===== config.mk =====
export PLATFORM = sky130hd
export DESIGN_NAME = miriscv_irq_ctrl
export DESIGN_NICKNAME = d
export VERILOG_FILES = /design/src/rtl/miriscv_irq_ctrl.sv
export SDC_FILE = /design/constraint.sdc
export NUM_CORES = 1
export LEC_CHECK = 0
export ABC_AREA = 1
export BUFFER_PORTS_ARGS = -buffer_cell sky130_fd_sc_hd__buf_2
export CORE_ASPECT_RATIO = 1.2
export CORE_MARGIN = 4
export CORE_UTILIZATION = 48
export CTS_BUF_LIST = sky130_fd_sc_hd__clkbuf_16
export DETAILED_ROUTE_END_ITERATION = 8
export MAX_ROUTING_LAYER = met4
export PLACE_DENSITY = 0.8
export SLEW_MARGIN = 15
export SYNTH_ARGS = -nofsm -noshare
export SYNTH_HDL_FRONTEND = slang
export SYNTH_SLANG_ARGS = --single-unit

===== constraint.sdc =====
create_clock -name clk_i -period 3.1 [get_ports clk_i]
set_input_delay 0.31 -clock clk_i [delete_from_list [all_inputs] [get_ports clk_i]]
set_output_delay 0.31 -clock clk_i [all_outputs]
set_load 0.03 [all_outputs]

===== src/rtl/miriscv_irq_ctrl.sv =====
// Interrupt controller for the miriscv core: per-channel level/edge pending logic,
// fixed-priority or round-robin arbitration, and a two-state service handshake with mret.
module miriscv_irq_ctrl #(
    parameter int               N_IRQ     = 32,
    parameter int               ARB_MODE  = 0,
    parameter logic [N_IRQ-1:0] EDGE_SENS = '0
) (
    input  logic             clk_i,
    input  logic             rst_n_i,
    input  logic [N_IRQ-1:0] irq_i,
    input  logic [31:0]      mie_i,
    input  logic             int_rst_i,
    output logic             int_o,
    output logic [31:0]      mcause_o,
    output logic [N_IRQ-1:0] irq_ack_o
);

    localparam int IDX_W = (N_IRQ > 1) ? $clog2(N_IRQ) : 1;

    typedef enum logic {
        IDLE    = 1'b0,
        SERVICE = 1'b1
    } state_t;

    state_t           state_q;
    logic [N_IRQ-1:0] irq_q;
    logic [N_IRQ-1:0] pend_q;
    logic [N_IRQ-1:0] pend_d;
    logic [N_IRQ-1:0] cand;
    logic [N_IRQ-1:0] clr;
    logic [IDX_W-1:0] idx_q;
    logic [IDX_W-1:0] last_q;
    logic [IDX_W-1:0] winner;
    logic             found;
    logic             svc_exit;

    assign svc_exit = (state_q == SERVICE) && int_rst_i;
    assign cand     = pend_q & mie_i[N_IRQ-1:0];

    // mie bits above the implemented channels are deliberately ignored
    if (N_IRQ < 32) begin : g_mie_hi
        logic unused_mie_hi;
        assign unused_mie_hi = ^mie_i[31:N_IRQ];
    end

    // NOTE: every combinational output gets a default first so no latch is inferred.
    always_comb begin
        clr    = '0;
        pend_d = '0;
        for (int k = 0; k < N_IRQ; k++) begin
            clr[k] = svc_exit && (idx_q == IDX_W'(k));
            // A fresh rising edge beats a simultaneous acknowledge clear.
            if (EDGE_SENS[k]) pend_d[k] = (irq_i[k] & ~irq_q[k]) | (pend_q[k] & ~clr[k]);
            else              pend_d[k] = irq_i[k];
        end
    end

    always_comb begin
        int j;
        found  = 1'b0;
        winner = '0;
        j      = 0;
        if (ARB_MODE == 0) begin
            for (int i = 0; i < N_IRQ; i++) begin
                if (!found && cand[i]) begin
                    found  = 1'b1;
                    winner = IDX_W'(i);
                end
            end
        end else begin
            // Rotating search begins just after the last channel served.
            for (int i = 0; i < N_IRQ; i++) begin
                j = int'(last_q) + 1 + i;
                if (j >= N_IRQ) j = j - N_IRQ;
                if (!found && cand[j]) begin
                    found  = 1'b1;
                    winner = IDX_W'(j);
                end
            end
        end
    end

    // NOTE: sequential state uses non-blocking assignments only.
    always_ff @(posedge clk_i or negedge rst_n_i) begin
        if (!rst_n_i) begin
            irq_q  <= '0;
            pend_q <= '0;
        end else begin
            irq_q  <= irq_i;
            pend_q <= pend_d;
        end
    end

    always_ff @(posedge clk_i or negedge rst_n_i) begin
        if (!rst_n_i) begin
            state_q   <= IDLE;
            idx_q     <= '0;
            last_q    <= IDX_W'(N_IRQ - 1);
            int_o     <= 1'b0;
            mcause_o  <= '0;
            irq_ack_o <= '0;
        end else begin
            int_o     <= 1'b0;
            irq_ack_o <= '0;
            case (state_q)
                IDLE: begin
                    if (found) begin
                        state_q  <= SERVICE;
                        idx_q    <= winner;
                        int_o    <= 1'b1;
                        mcause_o <= {1'b1, 26'b0, 5'(winner)};
                    end
                end
                SERVICE: begin
                    if (int_rst_i) begin
                        state_q   <= IDLE;
                        last_q    <= idx_q;
                        irq_ack_o <= clr;
                        mcause_o  <= '0;
                    end
                end
                default: state_q <= IDLE;
            endcase
        end
    end

endmodule


### Word level (Yosys, flattened, before mapping)

Index checks and enable logic that the tools add are counted.

* output and inout port bits: 65
* register bits after elaboration: 103
* word-level logic and storage cells: 211

* bitwise operators: 2
* muxes and demuxes: 72
* equality and inequality tests: 33
* reductions and logical operators: 98

Operators with widths (number)
* 2-to-1 mux 5 bit: 29
* 2-to-1 mux 32 bit: 4
* == test 5 bit (second input constant): 16
* logical AND 1 bit: 64
* one-hot mux 32 bit (2 select lines): 1
* == test 5 x 4 -> 1 bit (second input constant): 8
* 2-to-1 mux 1 bit: 36
* AND 32 bit: 1
* logical NOT 1 bit: 31
* == test 5 x 3 -> 1 bit (second input constant): 4
* == test 5 x 2 -> 1 bit (second input constant): 2
* == test 5 x 1 -> 1 bit (second input constant): 1
* logical NOT 5 bit: 1
* != test 2 bit (second input constant): 2
* AND reduction 2 bit: 2
* 2-to-1 mux 2 bit: 1
* one-hot mux 1 bit (2 select lines): 1
* NOT 1 bit: 1

### Depth between registers and ports, before layout

* word-level depth: 97
* depth in mapped cells: 21
* depth with buffers taken out: 21

### Worst setup path before layout

OpenSTA, ideal clock, no wires.

* kind: reg2reg
* start: register pend_q[0]
* end: register mcause_o[2]
* cell stages (with the launch flop): 21
* path slack: 0.578 ns
* required time: 3.035 ns
* period minus slack after synthesis: 2.522 ns
* data arrival time: 2.457 ns
* cells stage by stage: dfrtp_1 nand2_2 nand2_2 nor2_4 nand4_4 nor2_4 nand4_4 nor2_4 nand4_2 nor2_4 nand4_4 nor2_4 nand4_2 nor2_4 nand4_4 nor2_4 nand4_1 nand2_2 buf_6 nand3_1 nand2_1

* word-level cells in the longest chain between the ends: 97

RTL lines
* from (decl): RTL line 27 `logic [N_IRQ-1:0] pend_q;`
* from (signal assigned): RTL line 90 `pend_q <= pend_d;`
* AND 32 bit (*): RTL line 38 `assign cand = pend_q & mie_i[N_IRQ-1:0];`
* 2-to-1 mux 1 bit (*): RTL line 65 `if (!found && cand[i]) begin`
* logical NOT 1 bit: RTL line 65
* logical AND 1 bit: RTL line 65
* 2-to-1 mux 1 bit (*): RTL line 65
* logical NOT 1 bit: RTL line 65
* logical AND 1 bit: RTL line 65
* 2-to-1 mux 1 bit (*): RTL line 65
* [81 not listed]
* logical NOT 1 bit: RTL line 65
* logical AND 1 bit: RTL line 65
* 2-to-1 mux 1 bit: RTL line 65
* logical NOT 1 bit: RTL line 65
* logical AND 1 bit: RTL line 65
* 2-to-1 mux 5 bit / 2-to-1 mux 1 bit (equally long branches): RTL line 65
* 2-to-1 mux 32 bit / != test 2 bit (equally long branches)
* one-hot mux 32 bit (2 select lines) / AND reduction 2 bit (equally long branches)
* to (signal assigned): RTL line 111 `mcause_o <= {1'b1, 26'b0, 5'(winner)};`
* to (decl): RTL line 14 `output logic [31:0] mcause_o,`

Every way passes the cells marked *; elsewhere a longest branch is shown, timed or not. The select of a mux whose other input is x is not followed.
A chain may end at the register's enable or synchronous reset.

### Worst setup path after layout

* start: register pend_q[0]
* end: register mcause_o[3]

Same word-level chain as after synthesis.

==> results.toml <==
[cells_and_area]
layout-drive-gt1-share = 0.318
antenna_cells = 0
syn2layout_area_growth_pct = 26.8
fin_cells = 535
fin_nets = 512
nFillCells = 539

[die]
chipWidth_um = 83.1
core.rowCount = 32
fp.dieArea_um2 = 8140
floorplan.core_area_um2 = 6490
fp.dieH_um = 98.1
pin_count = 132
floorplan.initialDensity = 0.500

[clocking]
numCtsBuffers = 9
cts_tree = "built"
htreeDepth = 3
clk_pin_slew_worst_paths_ns = 0.06
clockRootBuffer = "sky130_fd_sc_hd__clkbuf_16"
max-clock-path-buffers = 2
cts.sink_count = 77
worst_skew_pair.late_latency_ns = 0.33

[placed_design]
io_buffer_count = 105
placedCellCount = 515
gp_congestion = 0.844
dp_hpwl_mm = 4.80

[setup_path]
cell_count_along_the_critical_path = 20
worst-endpoint-arrival_ns = 3.09
critical_path.n_buffers_inverters = 1
timing.reg2reg.setup_slack_ns = 0.28
regToRegStartpoint = "pend_q[0]"
crit_top_cell = "sky130_fd_sc_hd__nor2_4"
timing.critical_path.from_type = "register"
worstSetupEndpointType = "register"
worst_reg2reg_endpoint = "mcause_o[3]"
worst-endpoint-required_ns = 3.37
worstRegToRegCells = 20
crit_family = "simple AND/OR/NAND/NOR gates"
path_class = "reg2reg"
worstPathCellList = "nand2_2 > nand2_2 > nor2_4 > nand4_4 > nor2_4 > nand4_4 > nor2_4 > nand4_2 > nor2_4 > nand4_4 > nor2_4 > nand4_2 > nor2_4 > nand4_4 > nor2_4 > nand4_1 > nand2_4 > buf_4 > nand3_1 > nand2_1"
timing.critical_path.slowest_cell_delay_ns = 0.37
standard_cell_with_the_maximum_stage_delay_on_the_critical_path = "sky130_fd_sc_hd__dfrtp_1"
worstSetupStartpoint = "pend_q[0]"
worst_setup_path_endpoint = "mcause_o[3]"
timing.critical_path.fanout_max = 6

[yosys]
number_of_distinct_library_cells_after_synthesis = 27
synth_top_area_frac = 0.594
mappedNetlistArea_um2 = 3240
synthTopCellsByArea = "sky130_fd_sc_hd__dfrtp_1 (59%), sky130_fd_sc_hd__nand2_1 (9.4%), sky130_fd_sc_hd__buf_4 (6.0%)"
avgSynthCellArea_um2 = 9.83
synth-seq-area-share = 0.594
postSynthCellCount = 330
post-synth-top-area-cell = "sky130_fd_sc_hd__dfrtp_1"
yosysWarnings = 0
synth.ff_latch_count = 77

[min_path]
startpoint_of_the_most_critical_hold_path = "irq_i[25]"
hold_class = "in2reg"
min_path_cells = 1

[power]
peakVddDrop_v = 0.000329
power.total_mw = 2.87
netSwitchingFraction = 0.308
total_switching_power_mw = 0.884
power_frac_clock = 0.388
cellLeakagePower_nw = 2.30
proportion_of_power_drawn_by_combinational_gates = 0.207
internal_power_mw = 1.98
power_frac_seq = 0.406
power_per_standard_cell_area_nw_per_um2 = 697

[timing]
finalCriticalPeriod_ns = 2.82
final_setup_skew_ns = 0.00472
grt_setup_unrepaired = "no"
max_clock_freq_ghz = 0.354
hold_viol_final = 0
finalCritPeriodShare = 0.911
drv_slew = 0
report.final.setup_viol = 0
finalHoldWorstSlack_ns = 0.0809
worst_slew_margin_rel = 0.404
max_slew.worst_pin.slew_ns = 0.894
timing.setup.tns_ns = 0

[grt]
grt_start_max_net_pins = 78
track_usage = 0.173
grt-ovfl-total = 0
number_of_global_route_vias_before_repair = 2540
antenna_found_initial = 0
first_pass_grt_wire_length_mm = 11.0

[job]
maxCapViolations = 0

[drt]
routedWlPerCell_um = 12.0
route.detailed.drc = 0
count_of_tritonroute_iterations_in_the_first_routing_pass = 4
finalWirelength_mm = 6.42
route.antenna.remaining_nets = 0
detail_route.vias_per_cell = 4.65
detailroute.via_count = 2489
drt_first_iter_violations = 110

[outcome]
status = "complete, no violations"
[metrics by stage]
step	setup WS, ns	area (µm²)	utilization
CTS	0.222	4080	0.629
finish	0.277	4110	0.634
detailed placement	0.232	3750	0.579
global placement	0.341	3750	0.579
floorplan	0.578	3340	-
global route	0.0150	4110	0.634
[synthesized netlist by cell type]
master	number
sky130_fd_sc_hd__nor3b_1	1
sky130_fd_sc_hd__inv_1	30
sky130_fd_sc_hd__nand3_1	14
sky130_fd_sc_hd__clkbuf_1	3
sky130_fd_sc_hd__or2_2	1
sky130_fd_sc_hd__o21ai_0	3
sky130_fd_sc_hd__nand4_2	2
sky130_fd_sc_hd__nor2_1	51
sky130_fd_sc_hd__a21oi_1	1
sky130_fd_sc_hd__o41ai_1	1
sky130_fd_sc_hd__buf_4	26
sky130_fd_sc_hd__o31ai_1	1
sky130_fd_sc_hd__o21bai_1	1
sky130_fd_sc_hd__a311oi_1	2
sky130_fd_sc_hd__nand3b_1	3
sky130_fd_sc_hd__nand4_1	6
sky130_fd_sc_hd__conb_1	1
sky130_fd_sc_hd__nand4_4	4
sky130_fd_sc_hd__o2111ai_1	4
sky130_fd_sc_hd__nor2_4	7
sky130_fd_sc_hd__dfrtp_1	77
sky130_fd_sc_hd__nor4_1	2
sky130_fd_sc_hd__o311a_1	1
sky130_fd_sc_hd__nand2_1	81
sky130_fd_sc_hd__o21ai_1	1
sky130_fd_sc_hd__buf_6	1
sky130_fd_sc_hd__nand2_2	5
[timing repair]
item                       4_1_cts  5_1_grt
hold endpoints to repair         0        0
setup endpoints to repair        0        2
gates resized for setup          0        1
setup buffers                    0        4
hold buffers                     0        0
[cell families after synthesis]
group           after synthesis  synth area share
flops                        77             0.594
compound gates               15            0.0343
buf+inv                      60             0.102
simple gates                177             0.269
other cells                   1           0.00116
[area by class of cell]
class	instances	area, µm²	share of cell area
clock inverters	7	97.6	0.0237
repair buffers	109	558	0.136
flip-flops and latches	77	1930	0.469
clock buffers	9	225	0.0548
well taps	85	106	0.0259
multi-input cells	218	1090	0.264
inverters	30	113	0.0274
[worst min path at each step]
stage / end
2_1_floorplan: idx_q[0]
3_3_place_gp: pend_q[15]
3_5_place_dp: pend_q[19]
4_1_cts: pend_q[25]
5_1_grt: pend_q[26]
6_report: pend_q[25]
[flip-flops by register name, indices dropped and copies added, names as in the netlist]
register   cells
pend_q        32
state_q        1
irq_ack_o     32
mcause_o       6
idx_q          5
int_o          1
[worst register-to-register path, stage by stage, from the launching register on]
cell and delay [ns]:
sky130_fd_sc_hd__dfrtp_1 0.37, sky130_fd_sc_hd__nand2_2 0.09, sky130_fd_sc_hd__nand2_2 0.08, sky130_fd_sc_hd__nor2_4 0.14, sky130_fd_sc_hd__nand4_4 0.11, sky130_fd_sc_hd__nor2_4 0.14, sky130_fd_sc_hd__nand4_4 0.11, sky130_fd_sc_hd__nor2_4 0.13
sky130_fd_sc_hd__nand4_2 0.12, sky130_fd_sc_hd__nor2_4 0.16, sky130_fd_sc_hd__nand4_4 0.10, sky130_fd_sc_hd__nor2_4 0.13, sky130_fd_sc_hd__nand4_2 0.12, sky130_fd_sc_hd__nor2_4 0.16, sky130_fd_sc_hd__nand4_4 0.11, sky130_fd_sc_hd__nor2_4 0.14
sky130_fd_sc_hd__nand4_1 0.15, sky130_fd_sc_hd__nand2_4 0.14, sky130_fd_sc_hd__buf_4 0.13, sky130_fd_sc_hd__nand3_1 0.06, sky130_fd_sc_hd__nand2_1 0.06
[placed cells by master, fill, tap and decap left out, types with 2 or more instances in the layout]
cell type / synthesis / layout
sky130_fd_sc_hd__bufinv_16: 0 / 2
sky130_fd_sc_hd__a311oi_1: 2 / 2
sky130_fd_sc_hd__nor2_1: 51 / 51
sky130_fd_sc_hd__buf_4: 26 / 5
sky130_fd_sc_hd__conb_1: 1 / 26
sky130_fd_sc_hd__inv_1: 30 / 30
sky130_fd_sc_hd__nor4_1: 2 / 2
sky130_fd_sc_hd__buf_2: 0 / 104
sky130_fd_sc_hd__inv_6: 0 / 2
sky130_fd_sc_hd__o21ai_0: 3 / 3
sky130_fd_sc_hd__nand2_2: 5 / 4
sky130_fd_sc_hd__nand2_1: 81 / 81
sky130_fd_sc_hd__dfrtp_1: 77 / 77
sky130_fd_sc_hd__nand4_2: 2 / 2
sky130_fd_sc_hd__nand4_4: 4 / 4
sky130_fd_sc_hd__nand3b_1: 3 / 3
sky130_fd_sc_hd__clkbuf_16: 0 / 9
sky130_fd_sc_hd__o2111ai_1: 4 / 4
sky130_fd_sc_hd__nor2_4: 7 / 7
sky130_fd_sc_hd__nand4_1: 6 / 6
sky130_fd_sc_hd__nand3_1: 14 / 14
[power groups by stage]
stage | combinational [mW] | clock (mW) | sequential, mW
6_report | 0.593 | 1.11 | 1.16
4_1_cts | 0.556 | 1.14 | 1.16
3_5_place_dp | 0.553 | 0 | 1.18
3_3_place_gp | 0.540 | 0 | 1.18
2_1_floorplan | 0.319 | 0 | 1.27
5_1_grt | 0.657 | 1.18 | 1.18
[routing by layer]
metal,vias up,GRT usage,part of all wire
li1,1225,-,-
met1,1158,0.181,0.37
met2,93,0.295,0.54
met3,13,0.0506,0.072
met4,0,0.0906,0.019
met5,-,-,0
Power figures use the tool's default switching activity.
